--- config.mk ---
export PLATFORM = sky130hd
export DESIGN_NAME = serial_adder_64bit
export DESIGN_NICKNAME = d
export VERILOG_FILES = /design/src/rtl/serial_adder_pkg.sv /design/src/rtl/serial_adder_64bit_digit_adder.sv /design/src/rtl/serial_adder_64bit.sv
export SDC_FILE = /design/constraint.sdc
export NUM_CORES = 1
export LEC_CHECK = 0
export ABC_AREA = 1
export ABC_CLOCK_PERIOD_IN_PS = 1200
export CORE_AREA = 2 2 141 143
export DETAILED_ROUTE_END_ITERATION = 8
export DIE_AREA = 0 0 143 145
export HOLD_SLACK_MARGIN = 0.05
export PLACE_DENSITY = 0.87
export SYNTH_ARGS = -nofsm -noshare
export SYNTH_HDL_FRONTEND = slang
export SYNTH_HIERARCHICAL = 1
export SYNTH_SLANG_ARGS = --single-unit
--- constraint.sdc ---
create_clock -name clk -period 1.2 [get_ports clk]
set_input_delay 0.12 -clock clk [delete_from_list [all_inputs] [get_ports clk]]
set_output_delay 0.12 -clock clk [all_outputs]
set_load 0.005 [all_outputs]
--- src/rtl/serial_adder_pkg.sv ---
// Shared types and constants for the digit-serial adder.
package serial_adder_pkg;

    localparam int WIDTH_DEF = 64;
    localparam int DIGIT_DEF = 1;

    typedef enum logic {
        IDLE = 1'b0,
        RUN  = 1'b1
    } state_t;

    // Digit counter width; never narrower than one bit so a single-digit build still elaborates.
    function automatic int cnt_width(input int width, input int digit);
        int n_digits;
        n_digits = width / digit;
        return (n_digits > 1) ? $clog2(n_digits) : 1;
    endfunction

endpackage

--- src/rtl/serial_adder_64bit_digit_adder.sv ---
// DIGIT-bit ripple-carry full-adder slice used once per clock by the serial adder.
module digit_adder
    import serial_adder_pkg::*;
#(
    parameter int DIGIT = DIGIT_DEF
) (
    input  logic [DIGIT-1:0] a,
    input  logic [DIGIT-1:0] b,
    input  logic             ci,
    output logic [DIGIT-1:0] s,
    output logic             co
);

    logic c;

    always_comb begin
        // NOTE: every output gets a default first, so no path through the block can infer a latch.
        s = '0;
        c = ci;
        // NOTE: blocking assignments here model the ripple: each bit sees the carry just computed.
        for (int i = 0; i < DIGIT; i++) begin
            s[i] = a[i] ^ b[i] ^ c;
            c    = (a[i] & b[i]) | (c & (a[i] ^ b[i]));
        end
        co = c;
    end

endmodule

--- src/rtl/serial_adder_64bit.sv ---
// Digit-serial adder with start/done handshake: sum = a + b + cin, DIGIT bits per clock.
// Optional macro SERIAL_ADDER_64BIT_OVF_EN adds a signed-overflow output 'ovf'.
module serial_adder_64bit
    import serial_adder_pkg::*;
#(
    parameter int WIDTH = WIDTH_DEF,
    parameter int DIGIT = DIGIT_DEF
) (
    input  logic             clk,
    input  logic             rst_n,
    input  logic             start,
    input  logic [WIDTH-1:0] a,
    input  logic [WIDTH-1:0] b,
    input  logic             cin,
    output logic             busy,
    output logic             done,
    output logic             cout,
    output logic [WIDTH-1:0] sum
`ifdef SERIAL_ADDER_64BIT_OVF_EN
    ,
    output logic             ovf
`endif
);

    localparam int N_DIGITS = WIDTH / DIGIT;
    localparam int CW       = cnt_width(WIDTH, DIGIT);
    localparam logic [CW-1:0] LAST_CNT = CW'(N_DIGITS - 1);

    if ((DIGIT < 1) || (WIDTH % DIGIT != 0)) begin : g_bad_digit
        $error("serial_adder_64bit: DIGIT must divide WIDTH exactly");
    end

    state_t           state_q, state_d;
    logic [WIDTH-1:0] a_sh_q, a_sh_d;
    logic [WIDTH-1:0] b_sh_q, b_sh_d;
    logic             carry_q, carry_d;
    logic [CW-1:0]    cnt_q, cnt_d;
    logic             busy_q, busy_d;
    logic             done_q, done_d;
    logic             cout_q, cout_d;
    logic [WIDTH-1:0] sum_q, sum_d;
    logic [WIDTH-1:0] sum_shift;
    logic [DIGIT-1:0] dig_s;
    logic             dig_co;

    digit_adder #(.DIGIT(DIGIT)) u_digit_adder (
        .a  (a_sh_q[DIGIT-1:0]),
        .b  (b_sh_q[DIGIT-1:0]),
        .ci (carry_q),
        .s  (dig_s),
        .co (dig_co)
    );

    // Each new digit enters the result from the MSB end, so after the last digit bit 0 is in place.
    if (DIGIT == WIDTH) begin : g_sum_whole
        assign sum_shift = dig_s;
    end else begin : g_sum_shift
        assign sum_shift = {dig_s, sum_q[WIDTH-1:DIGIT]};
    end

`ifdef SERIAL_ADDER_64BIT_OVF_EN
    logic ovf_q, ovf_d;
    logic c_into_msb;

    // Carry into a bit is recoverable from its sum and operand bits.
    assign c_into_msb = a_sh_q[DIGIT-1] ^ b_sh_q[DIGIT-1] ^ dig_s[DIGIT-1];
`endif

    always_comb begin
        state_d = state_q;
        a_sh_d  = a_sh_q;
        b_sh_d  = b_sh_q;
        carry_d = carry_q;
        cnt_d   = cnt_q;
        busy_d  = busy_q;
        done_d  = 1'b0;
        cout_d  = cout_q;
        sum_d   = sum_q;
`ifdef SERIAL_ADDER_64BIT_OVF_EN
        ovf_d   = ovf_q;
`endif
        case (state_q)
            IDLE: begin
                if (start) begin
                    a_sh_d  = a;
                    b_sh_d  = b;
                    carry_d = cin;
                    cnt_d   = '0;
                    busy_d  = 1'b1;
                    state_d = RUN;
                end
            end
            RUN: begin
                a_sh_d  = a_sh_q >> DIGIT;
                b_sh_d  = b_sh_q >> DIGIT;
                carry_d = dig_co;
                sum_d   = sum_shift;
                cnt_d   = cnt_q + CW'(1);
                if (cnt_q == LAST_CNT) begin
                    state_d = IDLE;
                    busy_d  = 1'b0;
                    done_d  = 1'b1;
                    cout_d  = dig_co;
`ifdef SERIAL_ADDER_64BIT_OVF_EN
                    ovf_d   = c_into_msb ^ dig_co;
`endif
                end
            end
            default: state_d = IDLE;
        endcase
    end

    // NOTE: the operand shift registers are reset as well, so no X ever reaches the adder slice.
    always_ff @(posedge clk or negedge rst_n) begin
        if (!rst_n) begin
            state_q <= IDLE;
            a_sh_q  <= '0;
            b_sh_q  <= '0;
            carry_q <= 1'b0;
            cnt_q   <= '0;
            busy_q  <= 1'b0;
            done_q  <= 1'b0;
            cout_q  <= 1'b0;
            sum_q   <= '0;
        end else begin
            state_q <= state_d;
            a_sh_q  <= a_sh_d;
            b_sh_q  <= b_sh_d;
            carry_q <= carry_d;
            cnt_q   <= cnt_d;
            busy_q  <= busy_d;
            done_q  <= done_d;
            cout_q  <= cout_d;
            sum_q   <= sum_d;
        end
    end

`ifdef SERIAL_ADDER_64BIT_OVF_EN
    always_ff @(posedge clk or negedge rst_n) begin
        if (!rst_n) begin
            ovf_q <= 1'b0;
        end else begin
            ovf_q <= ovf_d;
        end
    end

    assign ovf = ovf_q;
`endif

    assign busy = busy_q;
    assign done = done_q;
    assign cout = cout_q;
    assign sum  = sum_q;

endmodule

==> impl_results.md <==
* WS Path Type: reg2reg
* Initial Util at 0.441
* Clock root cell: clkbuf_16
* Initial DRC count at 510
* Core Util, Final at 0.677
* Power Dens Cells at 2070 nW/um^2
* Worst Path Required at 1620 ps
* Post-DP HPWL at 13.7 mm
* Pleak at about 7 nW
* Die Y-Extent at 145 um
* GRT Residual Overflow at 0
* Global-route usage over all layers at 0.217
* Core area at about 19000 um^2
* Clock sinks at 203
* RSZ-0062 raised after global routing: true
* Synth warnings at 6
* Largest net degree at the start of global routing at 62
* CP Max Fanout at 7
* Post-synthesis cell count at 1012
* Syn_area_per_cell at ~8.4 um^2
* Final nets at 1428
* Slowest CP cell: dfrtp_4
* Port Buffers at 198
* Synthesis-to-finish area growth at 53.4%
* Vias in the first global route at 7731
* Clk_skew at 11.7 ps
* Mapped cell area at 8480 um^2
* Violated checks: negative setup slack
* Data arrival, critical path at 1790 ps
* CTS tree: yes
* Clk_lat worst skew at about 500 ps
* Most common cell after layout, fill and taps aside: nand2_1
* Startpoint types: flip-flop
* Max Cap Viol at 0
* Family with the most delay on the worst path: buffers and inverters
* Row cnt at 51
* Die width at 143 um
* # diodes at 0
* CP bufs+invs at 5
* First-pass GRT wire length at 37.2 mm
* Antenna violations before repair at 0
* CTS Buffer Depth at 3
* Setup-failing EPs final at 154
* Routed via count at 8197
* Routed length per instance at 17.1 um
* Final setup margin at -165 ps
* Critical Path End Type: flip-flop
* Placer congestion estimate at 0.803
* Worst Max-Slew Pin Slew at 338 ps
* Cells along the critical path: inv_4 -> nand2_4 -> inv_4 -> buf_6 -> buf_12 -> clkbuf_16 -> nand2_1 -> nand3_1
* Unique masters post-synth at 17
* Routed WL at 27.0 mm
* Die Area at 20700 um^2
* Total chip power at about 27 mW
* Max_slew headroom at 0.775
* Crit-path max cell delay at 530 ps
* H-tree depth at 1
* Syn_nets at 1146
* Most frequent cells in the layout: nand2_1 (524), dfrtp_1 (202), clkdlybuf4s50_1 (130), nand3_1 (72), buf_4 (68)
* Min-delay worst type: in2async
* FF+latch count, synth at 203
* Final Max Tran Viols at 0
* Sequential area share after synthesis at 0.599
* Tcrit/Tclk final at 1.14
* Io pins at 199
* Post-route ant nets at 0
* Tmin final at 1370 ps
* Worst hold slack at about 77 ps
* DR pass1 iterations at 5
* VDD IR max at 0.00109 V
* CTS buffer count at 23
* Outcome: finished, violations left
* Fmax at roughly 0.73 GHz
* Final hold violation count at 0
* Vias/cell at 5.21
* Residual DRC at 0
* CP most frequent cell: inv_4
* Share of layout cells above drive strength 1 at 0.271
* Register clock-pin slew on the reported worst setup and hold paths at approximately 60 ps
-- stage by stage --
stage          cell area [um^2]  worst slack [ps]  cells  TNS [ps]
4_1_cts                   12100              -138   1554    -13120
3_3_place_gp              10800              -187   1444    -19420
5_1_grt                   13000              -215   1574    -20040
6_report                  13000              -165   1574    -11890
3_5_place_dp              10800              -253   1444    -26590
2_1_floorplan              8480              67.2   1012         0
-- path summary, 6_finish.rpt --
check	startpoint	end	slack, ps	cells past startpoint
worst max-delay path	state_q$_DFF_PN0_	a_sh_q[14]$_DFFE_PN0P_	-170	8
worst min-delay path	rst_n	a_sh_q[40]$_DFFE_PN0P_	80	2
worst max register to register	state_q$_DFF_PN0_	a_sh_q[14]$_DFFE_PN0P_	-170	8
worst min register to register	cout$_DFFE_PN0P_	cout$_DFFE_PN0P_	470	2
max in group asynchronous	rst_n	b_sh_q[34]$_DFFE_PN0P_	510	3
min in group clk	b[21]	b_sh_q[21]$_DFFE_PN0P_	180	3
-- area by class of cell --
cell class / instances / area (um^2)
Tap cell: 265 / 332
Multi-Input combinational cell: 742 / 3560
Sequential cell: 203 / 5080
Fill cell: 1360 / 6200
Timing Repair Buffer: 314 / 3210
Clock buffer: 32 / 669
Inverter: 10 / 42.5
Clock inverter: 8 / 121
-- Yosys cell counts --
library cell,n,area share
nand2_1,595,0.26
dfrtp_1,203,0.60
nand3_1,129,0.076
buf_2,39,0.023
buf_6,9,0.012
inv_1,8,0.0035
nor2_1,8,0.0035
clkbuf_1,6,0.0027
o21ai_0,4,0.0024
a22oi_1,2,0.0018
buf_8,2,0.0035
inv_2,2,0.00089
a22o_1,1,0.0010
buf_4,1,0.00089
fa_1,1,0.0024
ha_1,1,0.0015
nor2_8,1,0.0024
-- power by group --
group / internal (mW) / switching, mW / total (mW)
sequential: 9.48 / 1.69 / 11.2
combinational: 4.28 / 4.08 / 8.36
clock: 4.52 / 2.82 / 7.34
-- layer usage --
metal | part of all wire | track usage | up-vias
met5 | 0 | 0 | -
met1 | 0.38 | 0.292 | 3960
met4 | 0.033 | 0.0540 | 0
met3 | 0.079 | 0.0366 | 93
met2 | 0.51 | 0.366 | 417
li1 | - | - | 3727
-- logic make-up (layout without fill, tap and decap cells) --
kind of cell / after synthesis / count (layout) / synth area share
AOI/OAI and AO/OA: 7 / 7 / 0.00516
and+or+nand+nor: 733 / 733 / 0.345
buffers and inverters: 67 / 364 / 0.0465
adders and majority gates: 2 / 2 / 0.00384
DFF: 203 / 203 / 0.599
-- state kept, by name, indices dropped and copies added, names as in the netlist --
register and count:
a_sh_q 64, cout 1, cnt_q 6, carry_q 1, done 1, busy 1, state_q 1, b_sh_q 64
sum 64
-- repair_timing --
| action | CTS | global route |
|---|---|---|
| hold buffers | 1 | 0 |
| pin swaps | 0 | 29 |
| setup buffers | 62 | 2 |
| endpoints found under the hold margin | 203 | 0 |
| cloned | 7 | 20 |
| endpoints found under the setup margin | 227 | 195 |
| resized for setup | 279 | 159 |
Note: power is estimated with default switching activity, not from simulation.
==> variant 1 (config.mk and constraints unchanged) <==
Add a define of `SERIAL_ADDER_64BIT_OVF_EN`.
--- a/src/rtl/serial_adder_64bit.sv
+++ b/src/rtl/serial_adder_64bit.sv
@@ -1,5 +1,7 @@
 // Digit-serial adder with start/done handshake: sum = a + b + cin, DIGIT bits per clock.
 // Optional macro SERIAL_ADDER_64BIT_OVF_EN adds a signed-overflow output 'ovf'.
+`define SERIAL_ADDER_64BIT_OVF_EN
+
 module serial_adder_64bit
     import serial_adder_pkg::*;
 #(
Behaviour (old outputs only; new: ovf): same outputs for any inputs over 10 cycles, from zero or initial values and one cycle with rst_n low; that may be too few to reach the edited logic, so the function may still have changed.
==> variant 1 against the original RTL <==
The flow still finishes with violations (setup timing). Final cell count rose by 5.8%. Power rose by 24%. Sequential cell count increased by 1. Count of clock-buffer cells in the layout increased by 3. Cell area rose by 29%. Worst setup slack lost 130 ps. Fmax decreased by 8.4%. Critical path depth fell by 1. Area after synthesis grew 0.66%. Wire length up 49%. Highest routed layer unchanged.
==> variant 1: results (changes against the original RTL) <==
| Metric | Value |
|---|---|
| Length of routed met2 wiring | `21,000 µm (+52%)` |
| End of the critical path | `sum[14]$_DFFE_PN0P_` |
| Vias after detailed routing | `9,447 (+15%)` |
| Max IR drop VDD | `1.18 mV (+7.9%)` |
| Post-route worst setup slack | `-291 ps (-126 ps)` |
| Worst-Margin Slew | `317 ps (-21.1 ps)` |
| Worst hold margin | `92.9 ps (+15.9 ps)` |
| Total length of routed wires | `40,200 µm (+49%)` |
| Largest net degree at the start of global routing | `49 (-21%)` |
| Cell types with the largest area share after synthesis | `dfrtp_1 60%, nand2_1 26%, nand3_1 7.4%, buf_2 2.1%, buf_6 1.5%` |
| Number of failing setup endpoints in the final timing report | `209 (+36%)` |
| CTS buffer count | `23 (unchanged)` |
| Via-per-instance ratio | `5.67 (+9.0%)` |
| Fill cell instance count of the final layout | `802 (-41%)` |
| Instance area after placement | `11,000 µm² (+1.8%)` |
| Setup TNS after final layout | `-40,300 ps (-28,400 ps)` |
| Global-route wire length before repair | `52,400 µm (+41%)` |
| Share of synthesized area occupied by flip-flops and latches | `59.8% (-0.10 points)` |
| Worst setup slack before clock tree synthesis | `-230 ps (+22.7 ps)` |
| Count of buffers inserted at the top-level ports | `199 (+0.51%)` |
| Met3 usage in global routing | `6.70% (+3.0 points)` |
| Worst Reg-to-Reg Cells | `7 (-1)` |
| Worst path arrival time | `1870 ps (+80 ps)` |
| Most used standard cells in the synthesized netlist | `591 x nand2_1, 204 x dfrtp_1, 126 x nand3_1, 35 x buf_2` |
| Met1 track demand over resource | `37.5% (+8.3 points)` |
| Share of cells above drive strength 1 | `59.0% (+32 points)` |
| Violations in the final reports | `setup timing` |
| Iteration-0 DRC count of the detailed router | `640 (+25%)` |
| Global-route met2 utilization | `56.1% (+20 points)` |
| Post-synthesis adder-cell area fraction | `0.381% (-0.0025 points)` |
| Nets | `1,520 (+6.4%)` |
| Leakage dissipation | `10.1 nW (+46%)` |
| Number of gates resized after cts | `692 (+150%)` |
| Worst clock skew on the final layout | `15.6 ps (+3.88 ps)` |
| Routed metal-1 wire length | `13,300 µm (+30%)` |
| Highest net fanout along the worst path | `7 (unchanged)` |
| Post-synth net total | `1,153 (+0.61%)` |
| Per-instance average area after synthesis | `8.38 µm² (about the same)` |
| Outcome | `complete, but fails checks` |
| Postcts setup bufs | `112 (+81%)` |
| Global-route total usage across every layer | `32.3% (+11 points)` |
| HPWL Detailed | `14,000 µm (+2.0%)` |
| Cell chosen for the clock root | `clkbuf_16` |
-- variant 1: cell types whose count changed in the layout (fill, tap and decap cells not counted), sizes merged, moves of 2 or more --
cell,unedited run,this run
nand3,129,126
inv,10,14
clkbuf,54,58
o211ai,0,2
nand2,595,592
clkinv,4,2
buf,160,245
bufinv,3,1
a21oi,0,4
-- variant 1: cell type report --
type	count	area, µm²	area share [%]
Clock buffer	35	661	3.92
Clock inverter	4	48.8	0.290
Inverter	13	66.3	0.394
Multi-Input combinational cell	745	5850	34.7
Sequential cell	204	5110	30.3
Tap cell	265	332	1.97
Timing Repair Buffer	399	4780	28.4
-- variant 1: power by group --
group / total (W) / leakage, nW / internal [W] / switching, W
clock network: 0.00699 / 0.348 / 0.00400 / 0.00300
logic: 0.0141 / 7.11 / 0.00703 / 0.00712
registers: 0.0121 / 2.63 / 0.00953 / 0.00262
==> variant 2 (same settings) <==
Without the edit above. Take the reset off `b_sh_q` and load it in a clocked block of its own.
--- a/src/rtl/serial_adder_64bit.sv
+++ b/src/rtl/serial_adder_64bit.sv
@@ -115,7 +115,6 @@
         if (!rst_n) begin
             state_q <= IDLE;
             a_sh_q  <= '0;
-            b_sh_q  <= '0;
             carry_q <= 1'b0;
             cnt_q   <= '0;
             busy_q  <= 1'b0;
@@ -125,7 +124,6 @@
         end else begin
             state_q <= state_d;
             a_sh_q  <= a_sh_d;
-            b_sh_q  <= b_sh_d;
             carry_q <= carry_d;
             cnt_q   <= cnt_d;
             busy_q  <= busy_d;
@@ -133,6 +131,10 @@
             cout_q  <= cout_d;
             sum_q   <= sum_d;
         end
+    end
+
+    always_ff @(posedge clk) begin
+        b_sh_q <= b_sh_d;
     end
 
 `ifdef SERIAL_ADDER_64BIT_OVF_EN
Check against the original RTL: same outputs for any inputs over 10 cycles, from zero or initial values and one cycle with rst_n low; that may be too few to reach the edited logic, so the function may still have changed.
==> variant 2 against the original RTL <==
The run still ends with setup timing left. Via count decreased by 14%. Synthesized cell count decreased by 6.8%. Area after synthesis decreased by 0.97%. First-iteration DRC count increased by 3.7%. Power decreased by 5.8%. Combinational power decreased by 14%. Cell area decreased by 9.2%. Worst setup slack improved by 46 ps. Sequential cell count unchanged. Wire length decreased by 20%. Fmax increased by 3.5%. Sequential power increased by 4%. Critical path type unchanged. Largest cell class unchanged.
==> variant 2: results (changes against the original RTL) <==
| Metric | Value |
|---|---|
| Outcome | `complete, but fails checks` |
| Violations in the final reports | `setup timing` |
| Fill cell instance count of the final layout | `1,525 (+12%)` |
| Cell count after synthesis | `943 (-6.8%)` |
| Worst clock skew on the final layout | `19.1 ps (+7.33 ps)` |
| Post-route worst setup slack | `-119 ps (+45.8 ps)` |
| Post-synth net total | `1,077 (-6.0%)` |
| Highest net fanout along the worst path | `30 (+23)` |
| Routability cong. | `0.790 (-1.7%)` |
| Global-route total usage across every layer | `20.5% (-1.2 points)` |
| Leakage dissipation | `5.94 nW (-14%)` |
| Worst setup slack before clock tree synthesis | `-276 ps (-22.5 ps)` |
| Number of failing setup endpoints in the final timing report | `181 (+18%)` |
| CTS buffer count | `22 (-4.3%)` |
| Worst-Margin Slew | `432 ps (+94.1 ps)` |
| Worst hold margin | `114 ps (+37.1 ps)` |
| Total placed cells including tap cells | `1,396 (-3.3%)` |
| Nets | `1,342 (-6.0%)` |
| Via count of the first global-routing pass | `7,127 (-7.8%)` |
| Worst Reg-to-Reg Cells | `3 (-5)` |
| Iteration-0 DRC count of the detailed router | `529 (+3.7%)` |
| End of the critical path | `b_sh_q[14]$_DFFE_PP_` |
| Global-route wire length before repair | `34,900 µm (-6.2%)` |
| HPWL Detailed | `13,700 µm (-0.17%)` |
| Largest delay contributor family on the critical path | `flip-flops` |
| Mean routed wirelength per cell | `14.5 µm (-15%)` |
| Total length of routed wires | `21,600 µm (-20%)` |
| Max IR drop VDD | `1.38 mV (+27%)` |
| Most used standard cells in the synthesized netlist | `590 x nand2_1, 139 x dfrtp_1, 67 x nand3_1, 64 x edfxtp_1, 41 x buf_2` |
| Cell types with the largest area share after synthesis | `dfrtp_1 41%, nand2_1 26%, edfxtp_1 23%, nand3_1 4.0%, buf_2 2.4%` |
| Antenna violations before repair | `2 (+2)` |
| Share of cells above drive strength 1 | `16.1% (-11 points)` |
| Fraction of synthesis flops using an asynchronous set or reset pin | `68.5% (-32 points)` |
| Number of library cell types mapped by synthesis | `19 (+2)` |
| EDFF count, synth | `64 (+64)` |
| Clock latency at the later pin of the worst-skew pair | `510 ps` |
| Instance area after placement | `11,000 µm² (+1.8%)` |
| Largest net degree at the start of global routing | `68 (+9.7%)` |
| Worst path arrival time | `1560 ps (-230 ps)` |
| Share of synthesized area occupied by flip-flops and latches | `64.3% (+4.4 points)` |
-- variant 2: cell types whose count changed in the layout (fill, tap and decap cells not counted), sizes merged, moves of 2 or more --
cell	before	now
bufinv	3	1
buf	160	156
edfxtp	0	64
a22oi	2	0
clkbuf	54	37
nand2	595	591
nand3	129	67
dfrtp	203	139
-- variant 2: routing by layer --
layer / wire (µm) / GRT usage [%] / share of wire, %
met5: 16 / 0 / 0.074
met4: 595 / 5.69 / 2.8
met3: 1450 / 4.88 / 6.7
met2: 10700 / 34.8 / 49
met1: 8840 / 26.2 / 41
-- variant 2: through the flow --
stage	power [W]	setup TNS, ps
global placement	0.0183	-35490
global route	0.0269	-22860
floorplan	0.0150	-56050
CTS	0.0253	-13400
detailed placement	0.0187	-34290
finish	0.0253	-10960
-- variant 2: what timing repair did --
action                                  CTS  global route
resized for setup                       266            10
endpoints found under the hold margin   139             0
gates cloned                              0             3
hold buffers                              1             0
buffers inserted                         49             0
endpoints found under the setup margin  252           260
-- variant 2: cell type report --
cell class	instances	area [µm²]	share of cell area, %
well taps	265	332	2.81
repair buffers	291	2640	22.3
clock buffers	34	626	5.30
inverters	13	58.8	0.498
multi-input cells	677	2700	22.8
diodes	1	2.50	0.0212
clock inverters	5	57.6	0.487
flip-flops and latches	203	5400	45.8
-- variant 2: logic make-up after synthesis --
kind of cell | Yosys count | share of synthesized area (%)
buf+inv | 63 | 3.83
fa+ha+maj | 2 | 0.387
simple gates | 668 | 31.0
compound gates | 7 | 0.492
flops | 203 | 64.3
-- variant 2: worst reg2reg max path, stage by stage (launching register included) --
cell        delay (ps)
dfrtp_4            520
nor2_4             160
clkinvlp_4         170
buf_12             210
-- variant 2: power breakdown --
group	switching, W	internal (W)
registers	0.00142	0.0103
logic	0.00356	0.00362
clock network	0.00266	0.00380
total	0.00763	0.0177
